## src/rtl/double_to_sig16b.sv

```systemverilog
`default_nettype none
// +--------------------------------------------------------------------------+
// | Module   : double_to_sig16b                                              |
// | Purpose  : Converts an IEEE-754 binary64 value into a saturated, rounded |
// |            (half away from zero) signed 16-bit sample, registered once   |
// |            per sampling period when enabled.                             |
// | Revision : 1.0 - initial release                                         |
// +--------------------------------------------------------------------------+
module double_to_sig16b (
  input  logic        clk_operation,
  input  logic        rst,
  input  logic        enable,
  input  logic [12:0] sampling_cycle_counter,
  input  logic [63:0] double,
  output logic [15:0] sig16b
);

  // Biased exponent thresholds for the magnitude decode.
  localparam logic [10:0] C_EXP_HALF  = 11'd1022; // E = -1
  localparam logic [10:0] C_EXP_MAX16 = 11'd1038; // E = 15
  localparam logic [10:0] C_EXP_SPEC  = 11'd2047; // inf / NaN
  // Round-bit position is 51-E = 1074-e; for e in 1023..1038 this equals
  // (50 - e[5:0]) mod 64, so only the low exponent bits are needed.
  localparam logic [5:0]  C_SHIFT_OFS = 6'd50;

  logic        w_sign;
  logic [10:0] w_exp;
  logic [51:0] w_frac;
  logic [52:0] w_mant;
  logic [5:0]  w_shift;
  logic [52:0] w_shifted;
  logic [52:0] w_mag;
  logic [15:0] w_result;
  logic        w_update;
  logic [15:0] sig16b_q;
  logic [15:0] sig16b_d;

  assign w_sign    = double[63];
  assign w_exp     = double[62:52];
  assign w_frac    = double[51:0];
  assign w_mant    = {1'b1, w_frac};
  assign w_shift   = C_SHIFT_OFS - w_exp[5:0];
  // Keeps the round bit as bit 0; integer part sits above it.
  assign w_shifted = w_mant >> w_shift;

  // Rounded magnitude; out-of-range exponents are forced above 32768.
  always_comb begin
    w_mag = '0;
    if (w_exp < C_EXP_HALF) begin
      w_mag = '0;
    end else if (w_exp == C_EXP_HALF) begin
      w_mag = 53'd1;
    end else if (w_exp <= C_EXP_MAX16) begin
      w_mag = {1'b0, w_shifted[52:1]} + {52'd0, w_shifted[0]};
    end else begin
      w_mag = 53'h10000;
    end
  end

  // Special-value handling, saturation and sign application.
  always_comb begin
    w_result = 16'h0000;
    if (w_exp == 11'd0) begin
      w_result = 16'h0000;
    end else if (w_exp == C_EXP_SPEC) begin
      if (w_frac != 52'd0) begin
        w_result = 16'h0000;
      end else begin
        w_result = w_sign ? 16'h8000 : 16'h7FFF;
      end
    end else if (!w_sign && (w_mag > 53'd32767)) begin
      w_result = 16'h7FFF;
    end else if (w_sign && (w_mag > 53'd32768)) begin
      w_result = 16'h8000;
    end else if (w_sign) begin
      // A zero magnitude negates to zero, so -0 never yields 0x8000.
      w_result = ~w_mag[15:0] + 16'd1;
    end else begin
      w_result = w_mag[15:0];
    end
  end

  assign w_update = enable && (sampling_cycle_counter == 13'd0);

  // Next output value: new sample on the period boundary, otherwise hold.
  always_comb begin
    sig16b_d = sig16b_q;
    if (w_update) begin
      sig16b_d = w_result;
    end
  end

  // Output register with synchronous reset taking priority.
  always_ff @(posedge clk_operation) begin
    if (rst) begin
      sig16b_q <= 16'h0000;
    end else begin
      sig16b_q <= sig16b_d;
    end
  end

  assign sig16b = sig16b_q;

endmodule
`default_nettype wire

```

## config.mk

```make
export PLATFORM = sky130hd
export DESIGN_NAME = double_to_sig16b
export DESIGN_NICKNAME = d
export VERILOG_FILES = /design/src/rtl/double_to_sig16b.sv
export SDC_FILE = /design/constraint.sdc
export NUM_CORES = 1
export LEC_CHECK = 0
export BUFFER_PORTS_ARGS = -buffer_cell sky130_fd_sc_hd__buf_2
export CAP_MARGIN = 10
export CORE_MARGIN = 1
export CORE_UTILIZATION = 60
export DETAILED_ROUTE_END_ITERATION = 12
export HOLD_SLACK_MARGIN = 0.03
export PLACE_DENSITY = 0.87
export SETUP_SLACK_MARGIN = 0.15
export SLEW_MARGIN = 20
export SYNTH_ARGS = -nofsm -noshare
export SYNTH_HDL_FRONTEND = slang
export SYNTH_SLANG_ARGS = --single-unit
```

## constraint.sdc

```tcl
create_clock -name clk_operation -period 7.5 [get_ports clk_operation]
set_input_delay 1.5 -clock clk_operation [delete_from_list [all_inputs] [get_ports clk_operation]]
set_output_delay 1.5 -clock clk_operation [all_outputs]
set_load 0.01 [all_outputs]
```

# ---- Word-level counts from Yosys, hierarchy flattened
# Cells that the tools add are included.
dict set report word_totals {
  reg_bits 16
  wordCells 29
}
dict set report op_classes {
  n_addsub 3
  magnitude_cmp 4
  eq_ne 2
  shift 1
  n_mux 10
  bitwise 1
  n_reduce_logical 7
}
# op count
set op_table {}
lappend op_table {{2-to-1 mux 53 bit} 3}
lappend op_table {{2-to-1 mux 16 bit} 7}
lappend op_table {{adder 52 x 1 -> 53 bit} 1}
lappend op_table {{> comparator 53 x 15 -> 1 bit, second input constant} 1}
lappend op_table {{> comparator 53 x 16 -> 1 bit, second input constant} 1}
lappend op_table {{right shift 53 x 6 -> 53 bit} 1}
lappend op_table {{nonzero test 52 bit} 1}
lappend op_table {{adder 16 x 1 -> 16 bit, second input constant} 1}
lappend op_table {{NOT 16 bit} 1}
lappend op_table {{zero test 13 bit} 1}
lappend op_table {{== test 11 x 10 -> 1 bit, second input constant} 1}
lappend op_table {{== test 11 bit, second input constant} 1}
lappend op_table {{<= comparator 11 bit, second input constant} 1}
lappend op_table {{zero test 11 bit} 1}
lappend op_table {{< comparator 11 x 10 -> 1 bit, second input constant} 1}
lappend op_table {{subtractor 6 bit, first input constant} 1}
lappend op_table {{logical AND 1 bit} 3}
lappend op_table {{zero test 1 bit} 1}

# ---- Depth between registers and ports, before layout
# Gate-level depths: netlist of run 1.
dict set report logic_depth {
  word_depth 13
  depth_mapped 30
  mapped_depth_nobuf 22
}

# ---- Worst setup path before layout of run 1
# OpenSTA, ideal clock, no wires.
dict set report synth_path {
  path_type {input -> register}
  startpoint {in double[52]}
  endpoint {reg sig16b_q[15], in the netlist sig16b[15]}
  arrival_time_ns 6.753
  required_ns 7.442
  path_slack_ns 0.688
  path_stages 27
  n_path_buf 7
  cell_sequence {buf_4 -> buf_4 -> inv_1 -> buf_2 -> ha_1 -> buf_4 -> buf_6 -> buf_4 -> buf_4 -> mux4_2 -> mux2_2 -> nor2_1 -> nor3_1 -> a31oi_1 -> a21oi_1 -> ha_1 -> ha_1 -> inv_1 -> a211oi_1 -> nand4_1 -> or4_1 -> nand3_1 -> o211ai_1 -> o41ai_1 -> xor2_1 -> a2111oi_0 -> a211o_1}
}
dict set report synth_between {
  elab_chain_cells 13
  word_cells_on_any_way 22
  cone_classes {add/sub: 3; order compare: 4; eq/ne: 2; shift: 1; mux: 8; bitwise: 1; reduce/logical: 3}
}
# item line
set synth_lines {}
lappend synth_lines {{from (decl)} 14} ;# input logic [63:0] double,
lappend synth_lines {{parallel branches: the longest is 12 deep, another holds adder 52 x 1 -> 53 bit} -}
lappend synth_lines {{2-to-1 mux 16 bit (*)} 63} ;# if (w_exp == 11'd0) begin
lappend synth_lines {{to (signal assigned)} 98} ;# sig16b_q <= sig16b_d;
lappend synth_lines {{to (decl)} 35} ;# logic [15:0] sig16b_q;
# Mark *: on every way between the ends.
# A chain may end at the register's enable or synchronous reset.

# ---- Final worst setup path of run 1
dict set report layout_path {
  startpoint {in double[53]}
  endpoint {reg sig16b_q[7], in the netlist sig16b[7]}
}
# The elaborated chain is that of the path after synthesis.

==> metrics.yaml, run 1 <==
status:
  status: "finished, final reports clean"
power:
  leakage_nw: 2.47
  powerDensity_nw_per_um2: 131
  power_mw: 0.844
  ir_drop_mv: 0.0987
setup_path:
  cp_max_fo: 26
  r2r_start: "sig16b[7]"
  cp.required_ns: 7.65
  reg2reg_to: "sig16b[7]"
  startpoint_type: "input pin"
  critPathArrivalTime_ns: 7.16
  path_cells: "buf_2 > ha_1 > xor2_4 > buf_4 > nor3_1 > or4_4 > o221a_2 > a21oi_1 > ha_1 > inv_1 > a211oi_1 > nand4_1 > buf_4 > nor2_1 > nand2_1 > mux2_2 > and4_1 > o221ai_2 > a221oi_1 > a211oi_1"
  cp-end-kind: "flip-flop"
  ff2ff_setup_slack_ns: 6.61
  crit_path_top_delay_cell: "or4_4"
  slowest_delay_ns: 0.58
  crit_family: "compound AO/OA/AOI/OAI gates"
  reg2reg_depth: 2
  critPathBufInv: 4
  worstSetupPathType: "in -> reg"
sta:
  final.setup.worst_slack_ns: 0.495
  slew_viol_final: 0
  fin_skew_ns: 0
  hold_viol: 0
  worst_pin_slew_ns: 1.18
  slew_headroom: 0.205
  fin_crit_sh: 0.934
  fmax_mhz: 143
  period_needed_ns: 7.01
  holdWs_ns: 0.448
  finalSetupViolations: 0
  tns_ns: 0
  grt_setup_unrepaired: "no"
synth:
  async_flop_share: 0
  yosys_warnings: 0
  synth_edf_count: 0
  synth-xor-area-share: 0.0491
  avgSynthCellArea_sq_um: 8.18
  synthSimpleGateAreaFrac: 0.242
  synth_top_family_by_area: "multiplexers"
  synthesis.nets: 807
  synth-seq-cells: 16
  synth_compound_area_frac: 0.230
  synth_mux_area_frac: 0.333
  synthAdderAreaFrac: 0.0170
  syn_area_sq_um: 5880
  synthDistinctLibCells: 81
  synthFlopType: "dfxtp_1"
  ys_seq_area_frac: 0.0545
  netlist_instances: 719
global_route:
  grt_use_total: 0.448
  overflow: 0
  grt_pass1_vias: 6262
  antenna_found_initial: 0
  grt_pass1_wl_microns: 34800
  grt_max_degree: 55
finish:
  postLayoutCellArea_sq_um: 6450
  largest_register_ffs: 16
  antenna_cells: 0
  layout_common_cells: "nand2_1 (94), buf_2 (94), mux2i_1 (51)"
  fin_nets: 880
  stdcell_count: 920
  fillers: 816
  drive_above_1_share: 0.295
  final_core_util: 0.689
  multi_input_area_sq_um: 5150
  syn_to_final_growth_pct: 9.77
  regArea_sq_um: 320
clock_tree:
  clkTransAtPathRegs_ns: 0.07
  clkSinkCount: 16
  cts_max_level: 1
  cts_resized: 0
  cts-root-buf: "clkbuf_8"
  hold_buffers: 0
  clock_latency_ns: 0.26
  post_cts_buffers: 0
  clock_path_buffers: 2
  cts_tree: "yes"
  numCtsBuffers: 3
placed_design:
  placed_cells: 916
  dp_hpwl_microns: 17900
  io_buffers: 95
  pre_cts_slack_ns: 0.384
  placed_cell_area_sq_um: 6400
  place.gp.congestion: 1.14
floorplan:
  coreArea_sq_um: 9370
  start_util: 0.628
  rows: 35
  io_pins: 96
  die_w_microns: 101
  die_h_microns: 101
  die_area_sq_um: 10200
routing:
  wl_microns: 22700
  firstDrtPassIters: 6
  viasPerCell: 7.59
  routedWlPerCell_microns: 24.7
  drtAntennaViolNets: 0
  drtIter0Drc: 860
  dr_total_vias: 6979
  drc_errors: 0
hold_path:
  hold_path.class: "reg -> reg"
  hold_start: "sig16b[3]"
  hold_depth: 2
  hold_end: "sig16b[3]"
flow_run:
  maxCapViolCount: 0
[layout make-up]
class	instances	area share
Timing Repair Buffer	126	0.112
Inverter	12	0.00698
Clock buffer	4	0.00853
Multi-Input combinational cell	633	0.798
Sequential cell	16	0.0496
Tap cell	129	0.0250
[report_power, final]
part           switching (mW)  internal [mW]  total [mW]
sequential         0.00000248         0.0849      0.0849
combinational           0.409          0.270       0.679
clock                  0.0331         0.0467      0.0798
total                   0.442          0.402       0.844
[layer usage]
metal	wire (microns)	global-route usage	up-vias
met1	8620	0.581	3275
met2	10100	0.710	575
met4	1240	0.197	0
li1	-	-	3011
met5	0	0	-
met3	2790	0.107	118
[worst min-delay path, stage by stage, from the launching register on]
cell     delay (ns)
dfxtp_1        0.32
nand2_1        0.04
o21ai_0        0.05
[cells by family after synthesis]
| kind of cell | count (synthesis) |
|---|---|
| compound gates | 181 |
| xor+xnor | 30 |
| fa+ha+maj | 8 |
| buf+inv | 70 |
| flops | 16 |
| mux | 131 |
| simple gates | 283 |
[Yosys cell counts (9+ instances only)]
master / count / share of area
buf_2: 14 / 0.012
o211ai_1: 10 / 0.013
a221oi_1: 9 / 0.013
mux2_2: 32 / 0.061
inv_1: 12 / 0.0077
buf_6: 11 / 0.021
o21ai_0: 22 / 0.019
o31ai_1: 9 / 0.011
nor3_1: 20 / 0.017
xnor2_1: 15 / 0.022
a211oi_1: 19 / 0.024
or3_1: 13 / 0.014
nand2_1: 94 / 0.060
mux4_2: 47 / 0.18
mux2i_1: 51 / 0.087
clkbuf_1: 15 / 0.0096
xor2_1: 13 / 0.019
nand4_1: 14 / 0.015
nor4_1: 23 / 0.024
a21oi_1: 24 / 0.020
nand2b_1: 10 / 0.011
nor2_1: 40 / 0.026
dfxtp_1: 16 / 0.054
nand3_1: 22 / 0.019
and2_1: 10 / 0.011
buf_4: 12 / 0.015
[worst max path at each step]
stage               startpoint    endpoint  slack (ns)  depth (start not counted)
floorplan           double[52]  sig16b[15]        0.69                         27
global placement    double[53]  sig16b[15]        0.68                         21
detailed placement  double[53]   sig16b[7]        0.38                         20
CTS                 double[53]   sig16b[7]        0.65                         20
global route        double[53]   sig16b[7]        0.22                         23
finish              double[53]   sig16b[7]        0.49                         20
(Power assumes the default switching activity.)
==> run 2: changes to the inputs <==
--- a/config.mk
+++ b/config.mk
@@ -5,13 +5,15 @@
 export SDC_FILE = /design/constraint.sdc
 export NUM_CORES = 1
 export LEC_CHECK = 0
-export BUFFER_PORTS_ARGS = -buffer_cell sky130_fd_sc_hd__buf_2
+export BUFFER_PORTS_ARGS = -buffer_cell sky130_fd_sc_hd__buf_4
 export CAP_MARGIN = 10
 export CORE_MARGIN = 1
 export CORE_UTILIZATION = 60
+export CTS_CLUSTER_SIZE = 14
 export DETAILED_ROUTE_END_ITERATION = 12
 export HOLD_SLACK_MARGIN = 0.03
 export PLACE_DENSITY = 0.87
+export RECOVER_POWER = 25
 export SETUP_SLACK_MARGIN = 0.15
 export SLEW_MARGIN = 20
 export SYNTH_ARGS = -nofsm -noshare
==> metrics.yaml, run 2 (synthesis results as in run 1) <==
placed_design:
  dp_hpwl_microns: 17800  # -0.87%
  placed_cells: 915  # -0.11%
  place.gp.congestion: 1.03  # -9.2%
  io_buffers: 95  # unchanged
setup_path:
  cp.required_ns: 7.69  # +0.04 ns
  cp_max_fo: 23  # -12%
  ff2ff_setup_slack_ns: 6.66  # +0.05 ns
  worstSetupPathType: "in -> reg"
  critPathArrivalTime_ns: 7.07  # -0.09 ns
  crit_path_top_delay_cell: "xnor2_4"
  reg2reg_to: "sig16b[9]"
  path_cells: "buf_4 > ha_1 > xnor2_4 > buf_4 > mux4_2 > mux2i_1 > nand2_1 > a32oi_1 > nand2_1 > or3_1 > or4_1 > a22oi_1 > and4_1 > o221ai_2 > a2111oi_0 > a211o_1"
  reg2reg_depth: 2  # unchanged
  startpoint_type: "input pin"
  slowest_delay_ns: 0.76  # +0.18 ns
  r2r_start: "sig16b[9]"
  cp-end-kind: "flip-flop"
finish:
  fin_nets: 879  # -0.11%
  final_common_cell: "buf_4"
  stdcell_count: 918  # -0.22%
  syn_to_final_growth_pct: 12.9
  antenna_cells: 0  # unchanged
  layout_common_cells: "buf_4 (116), nand2_1 (94), mux2i_1 (51)"
  drive_above_1_share: 0.283  # -0.0119
  largest_register_ffs: 16  # unchanged
power:
  ir_drop_mv: 0.0919  # -6.9%
  sequentialPowerShare: 0.102  # about the same
  p_int_mw: 0.401  # -0.13%
  clkPwrFrac: 0.078  # -0.017
  power_frac_comb: 0.821  # +0.016
  leakage_nw: 2.49  # +0.74%
  power_mw: 0.837  # -0.88%
  p_sw_mw: 0.436  # -1.6%
  swShare: 0.521  # -0.00357
  powerDensity_nw_per_um2: 126  # -3.6%
floorplan:
  start_util: 0.628  # unchanged
  die_w_microns: 101  # unchanged
  die_h_microns: 101  # unchanged
  coreArea_sq_um: 9370  # unchanged
  die_area_sq_um: 10200  # unchanged
  rows: 35  # unchanged
  io_pins: 96  # unchanged
clock_tree:
  cts-root-buf: "clkbuf_8"
  clkSinkCount: 16  # unchanged
  clock_latency_ns: 0.25  # about the same
  clock_path_buffers: 2  # unchanged
  numCtsBuffers: 3  # unchanged
  post_cts_buffers: 0  # unchanged
  clkTransAtPathRegs_ns: 0.06  # about the same
  cts_resized: 0  # unchanged
  hold_buffers: 0  # unchanged
  cts_tree: "yes"
  cts_max_level: 1  # unchanged
sta:
  grt_setup_unrepaired: "no"
  slew_viol_final: 0  # unchanged
  tns_ns: 0  # unchanged
  hold_viol: 0  # unchanged
  fin_crit_sh: 0.917  # -0.0172
  slew_headroom: 0.247  # +0.0425
  fin_skew_ns: 0  # unchanged
  worst_pin_slew_ns: 1.10  # -0.0813 ns
  finalSetupViolations: 0  # unchanged
  period_needed_ns: 6.88  # -0.129 ns
  fmax_mhz: 145  # +1.9%
routing:
  viasPerCell: 7.45  # -1.8%
  drtIter0Drc: 844  # -1.9%
  firstDrtPassIters: 6  # unchanged
  drtAntennaViolNets: 0  # unchanged
  routedWlPerCell_microns: 24.2  # -2.2%
  dr_total_vias: 6835  # -2.1%
  drc_errors: 0  # unchanged
  wl_microns: 22200  # -2.4%
hold_path:
  hold_depth: 2  # unchanged
  hold_end: "sig16b[4]"
  hold_start: "sig16b[4]"
  hold_path.class: "reg -> reg"
global_route:
  grt_pass1_wl_microns: 34400  # -1.2%
  grt_use_total: 0.440  # -0.00873
  grt_max_degree: 55  # unchanged
  antenna_found_initial: 1  # +1
  grt_pass1_vias: 6375  # +1.8%
  overflow: 0  # unchanged
status:
  status: "finished, final reports clean"
flow_run:
  maxCapViolCount: 0  # unchanged
-- run 2: cell count changes in the layout (fill, tap and decap cells not counted), sizes merged --
cell	before	now
buf	126	117
clkbuf	4	11
-- run 2: worst max path at each step --
| stage | endpoint | start | slack (ns) | cells after the start |
|---|---|---|---|---|
| 2_1_floorplan | sig16b[15] | double[52] | 0.69 | 27 |
| 6_report | sig16b[15] | double[52] | 0.62 | 16 |
| 3_5_place_dp | sig16b[15] | double[52] | 0.50 | 16 |
| 3_3_place_gp | sig16b[15] | double[52] | 0.59 | 16 |
| 5_1_grt | sig16b[15] | double[52] | 0.30 | 16 |
| 4_1_cts | sig16b[15] | double[52] | 0.76 | 16 |
-- run 2: power by group through the flow --
stage                     logic [mW]  clock network (mW)  registers (mW)
after floorplan                0.466                   0          0.0869
after global placement         0.647                   0          0.0869
after detailed placement       0.655                   0          0.0869
after CTS                      0.659              0.0652          0.0850
after global routing           0.723              0.0683          0.0849
final                          0.687              0.0652          0.0850
-- run 2: metal layers --
| metal | track usage | wire length [microns] | share of wire |
|---|---|---|---|
| met1 | 0.555 | 8420 | 0.38 |
| met2 | 0.709 | 10200 | 0.46 |
| met3 | 0.109 | 2530 | 0.11 |
| met4 | 0.200 | 1030 | 0.046 |
| met5 | 0 | 13 | 0.00059 |
-- run 2: through the flow --
step | hold WS, ns | instance area, sq um | setup slack [ns] | utilization
global placement | 0.442 | 6630 | 0.594 | 0.707
global route | 0.475 | 6640 | 0.300 | 0.708
floorplan | 0.472 | 5880 | 0.688 | -
finish | 0.450 | 6640 | 0.624 | 0.708
CTS | 0.454 | 6670 | 0.765 | 0.712
detailed placement | 0.445 | 6630 | 0.505 | 0.707
-- run 2: cell type report --
| cell class | count | area (sq um) |
|---|---|---|
| Multi-Input combinational cell | 633 | 5150 |
| Inverter | 12 | 45.0 |
| Timing Repair Buffer | 125 | 921 |
| Sequential cell | 16 | 320 |
| Tap cell | 129 | 161 |
| Fill cell | 758 | 2730 |
| Clock buffer | 3 | 41.3 |
-- run 2: critical path, delay by kind of cell --
kind	cells	cell delay (ns)
mux	2	0.98
xor+xnor	1	0.76
buf+inv	2	0.43
compound gates	5	1.29
simple gates	5	1.70
fa+ha+maj	1	0.40
==> run 3: changes to the inputs <==
--- a/config.mk
+++ b/config.mk
@@ -12,7 +12,7 @@
 export CTS_CLUSTER_SIZE = 14
 export DETAILED_ROUTE_END_ITERATION = 12
 export HOLD_SLACK_MARGIN = 0.03
-export PLACE_DENSITY = 0.87
+export PLACE_DENSITY_LB_ADDON = 0.08
 export RECOVER_POWER = 25
 export SETUP_SLACK_MARGIN = 0.15
 export SLEW_MARGIN = 20
==> metrics.yaml, run 3 (synthesis results as in run 1) <==
finish:
  fin_nets: 868  # -1.3%
  drive_above_1_share: 0.273  # -0.00921
  final_common_cell: "buf_4"
  largest_register_ffs: 16  # unchanged
  antenna_cells: 0  # unchanged
  syn_to_final_growth_pct: 11.7
  stdcell_count: 908  # -1.1%
  layout_common_cells: "buf_4 (105), nand2_1 (94), mux2i_1 (51)"
hold_path:
  hold_start: "sig16b[0]"
  hold_depth: 2  # unchanged
  hold_end: "sig16b[0]"
  hold_path.class: "reg -> reg"
power:
  p_sw_mw: 0.453  # +4.0%
  powerDensity_nw_per_um2: 131  # +3.8%
  power_mw: 0.859  # +2.7%
  sequentialPowerShare: 0.099  # -0.003
  p_int_mw: 0.407  # +1.3%
  clkPwrFrac: 0.091  # +0.013
  power_frac_comb: 0.810  # -0.011
  swShare: 0.527  # +0.00637
  leakage_nw: 2.44  # -1.8%
  ir_drop_mv: 0.126  # +38%
setup_path:
  cp_max_fo: 51  # +120%
  slowest_delay_ns: 0.61  # -0.15 ns
  crit_path_top_delay_cell: "ha_2"
  reg2reg_to: "sig16b[5]"
  worstSetupPathType: "in -> reg"
  critPathArrivalTime_ns: 6.99  # -0.08 ns
  reg2reg_depth: 2  # unchanged
  cp-end-kind: "flip-flop"
  ff2ff_setup_slack_ns: 6.54  # -0.12 ns
  cp.required_ns: 7.63  # -0.06 ns
  crit_family: "simple AND/OR/NAND/NOR gates"
  startpoint_type: "input pin"
  path_cells: "buf_4 > inv_1 > ha_2 > buf_12 > mux2_2 > mux2i_1 > nor2_1 > a211oi_1 > a211oi_1 > nor3_1 > a21oi_1 > ha_1 > inv_1 > a211oi_2 > nand3_1 > or3_1 > or4_1 > a22oi_1 > and4_1 > o221ai_2 > a221oi_1 > a211oi_1"
  r2r_start: "sig16b[5]"
  crit_top_cell: "a211oi_1"
  critPathBufInv: 4  # +2
sta:
  fin_crit_sh: 0.914  # -0.00239
  worst_pin_slew_ns: 1.01  # -0.0875 ns
  tns_ns: 0  # unchanged
  hold_viol: 0  # unchanged
  slew_viol_final: 0  # unchanged
  final.setup.worst_slack_ns: 0.642  # +0.0179 ns
  fmax_mhz: 146  # +0.26%
  fin_skew_ns: 0  # unchanged
  finalSetupViolations: 0  # unchanged
  period_needed_ns: 6.86  # -0.0179 ns
  slew_headroom: 0.318  # +0.0711
  grt_setup_unrepaired: "no"
routing:
  firstDrtPassIters: 8  # +2
  drtIter0Drc: 1031  # +22%
  wl_microns: 22700  # +2.5%
  dr_total_vias: 6989  # +2.3%
  routedWlPerCell_microns: 25.0  # +3.6%
  drtAntennaViolNets: 0  # unchanged
  viasPerCell: 7.70  # +3.4%
  drc_errors: 0  # unchanged
clock_tree:
  clock_path_buffers: 2  # unchanged
  clkTransAtPathRegs_ns: 0.06  # about the same
  post_cts_buffers: 0  # unchanged
  numCtsBuffers: 3  # unchanged
  hold_buffers: 0  # unchanged
  cts_max_level: 1  # unchanged
  cts_tree: "yes"
  clkSinkCount: 16  # unchanged
  cts-root-buf: "clkbuf_8"
  cts_resized: 0  # unchanged
  clock_latency_ns: 0.26  # about the same
global_route:
  overflow: 0  # unchanged
  grt_pass1_wl_microns: 35500  # +3.2%
  grt_use_total: 0.455  # +0.0150
  grt_max_degree: 55  # unchanged
  grt_pass1_vias: 6389  # +0.22%
  antenna_found_initial: 1  # unchanged
placed_design:
  place.gp.congestion: 1.11  # +7.7%
  pre_cts_slack_ns: 0.558  # +0.0532 ns
  io_buffers: 95  # unchanged
  placed_cells: 904  # -1.2%
  dp_hpwl_microns: 17800  # +0.34%
floorplan:
  rows: 35  # unchanged
  die_h_microns: 101  # unchanged
  start_util: 0.628  # unchanged
  coreArea_sq_um: 9370  # unchanged
  die_w_microns: 101  # unchanged
  die_area_sq_um: 10200  # unchanged
  io_pins: 96  # unchanged
status:
  status: "finished, final reports clean"
flow_run:
  maxCapViolCount: 0  # unchanged
==> run 3: changes by cell type in the layout (fill, tap and decap cells not counted) <==
| cell | change |
|---|---|
| buf_4 | -11 |
| clkbuf_8 | +1 |
==> run 3: worst max-delay path by stage <==
stage,start,endpoint,slack (ns),depth (start not counted)
final,double[52],sig16b[5],0.64,22
after global routing,double[52],sig16b[15],0.19,22
after CTS,double[52],sig16b[5],0.78,22
after detailed placement,double[53],sig16b[15],0.56,22
after global placement,double[53],sig16b[15],0.69,20
after floorplan,double[52],sig16b[15],0.69,27
==> run 3: worst min-delay path: stages (launching register included) <==
cell	delay, ns
dfxtp_1	0.31
nand2_1	0.05
o21ai_1	0.05
==> run 3: power groups by stage <==
| stage | Clock, mW | Sequential, mW | Combinational [mW] |
|---|---|---|---|
| final | 0.0784 | 0.0850 | 0.696 |
| after global routing | 0.0826 | 0.0849 | 0.727 |
| after CTS | 0.0791 | 0.0850 | 0.662 |
| after detailed placement | 0 | 0.0869 | 0.657 |
| after global placement | 0 | 0.0869 | 0.649 |
| after floorplan | 0 | 0.0869 | 0.466 |
==> run 3: per-layer routing <==
layer	vias to the layer above	wire length, microns	global-route usage
met5	-	11	0
met4	2	1120	0.181
met3	103	3390	0.117
met2	639	9570	0.663
met1	3265	8650	0.638
li1	2980	-	-
==> run 3: cell type report <==
cell class              count  area, sq um
repair buffers            114          838
inverters                  12         45.0
multi-input cells         633         5150
fillers                   762         2800
clock buffers               4         55.1
well taps                 129          161
flip-flops and latches     16          320
==> run 3: stage by stage <==
step           cell area [sq um]  hold slack, ns   util
6_report                    6570           0.459  0.701
5_1_grt                     6570           0.480  0.701
4_1_cts                     6600           0.461  0.704
3_5_place_dp                6550           0.454  0.698
3_3_place_gp                6550           0.442  0.698
2_1_floorplan               5880           0.472      -
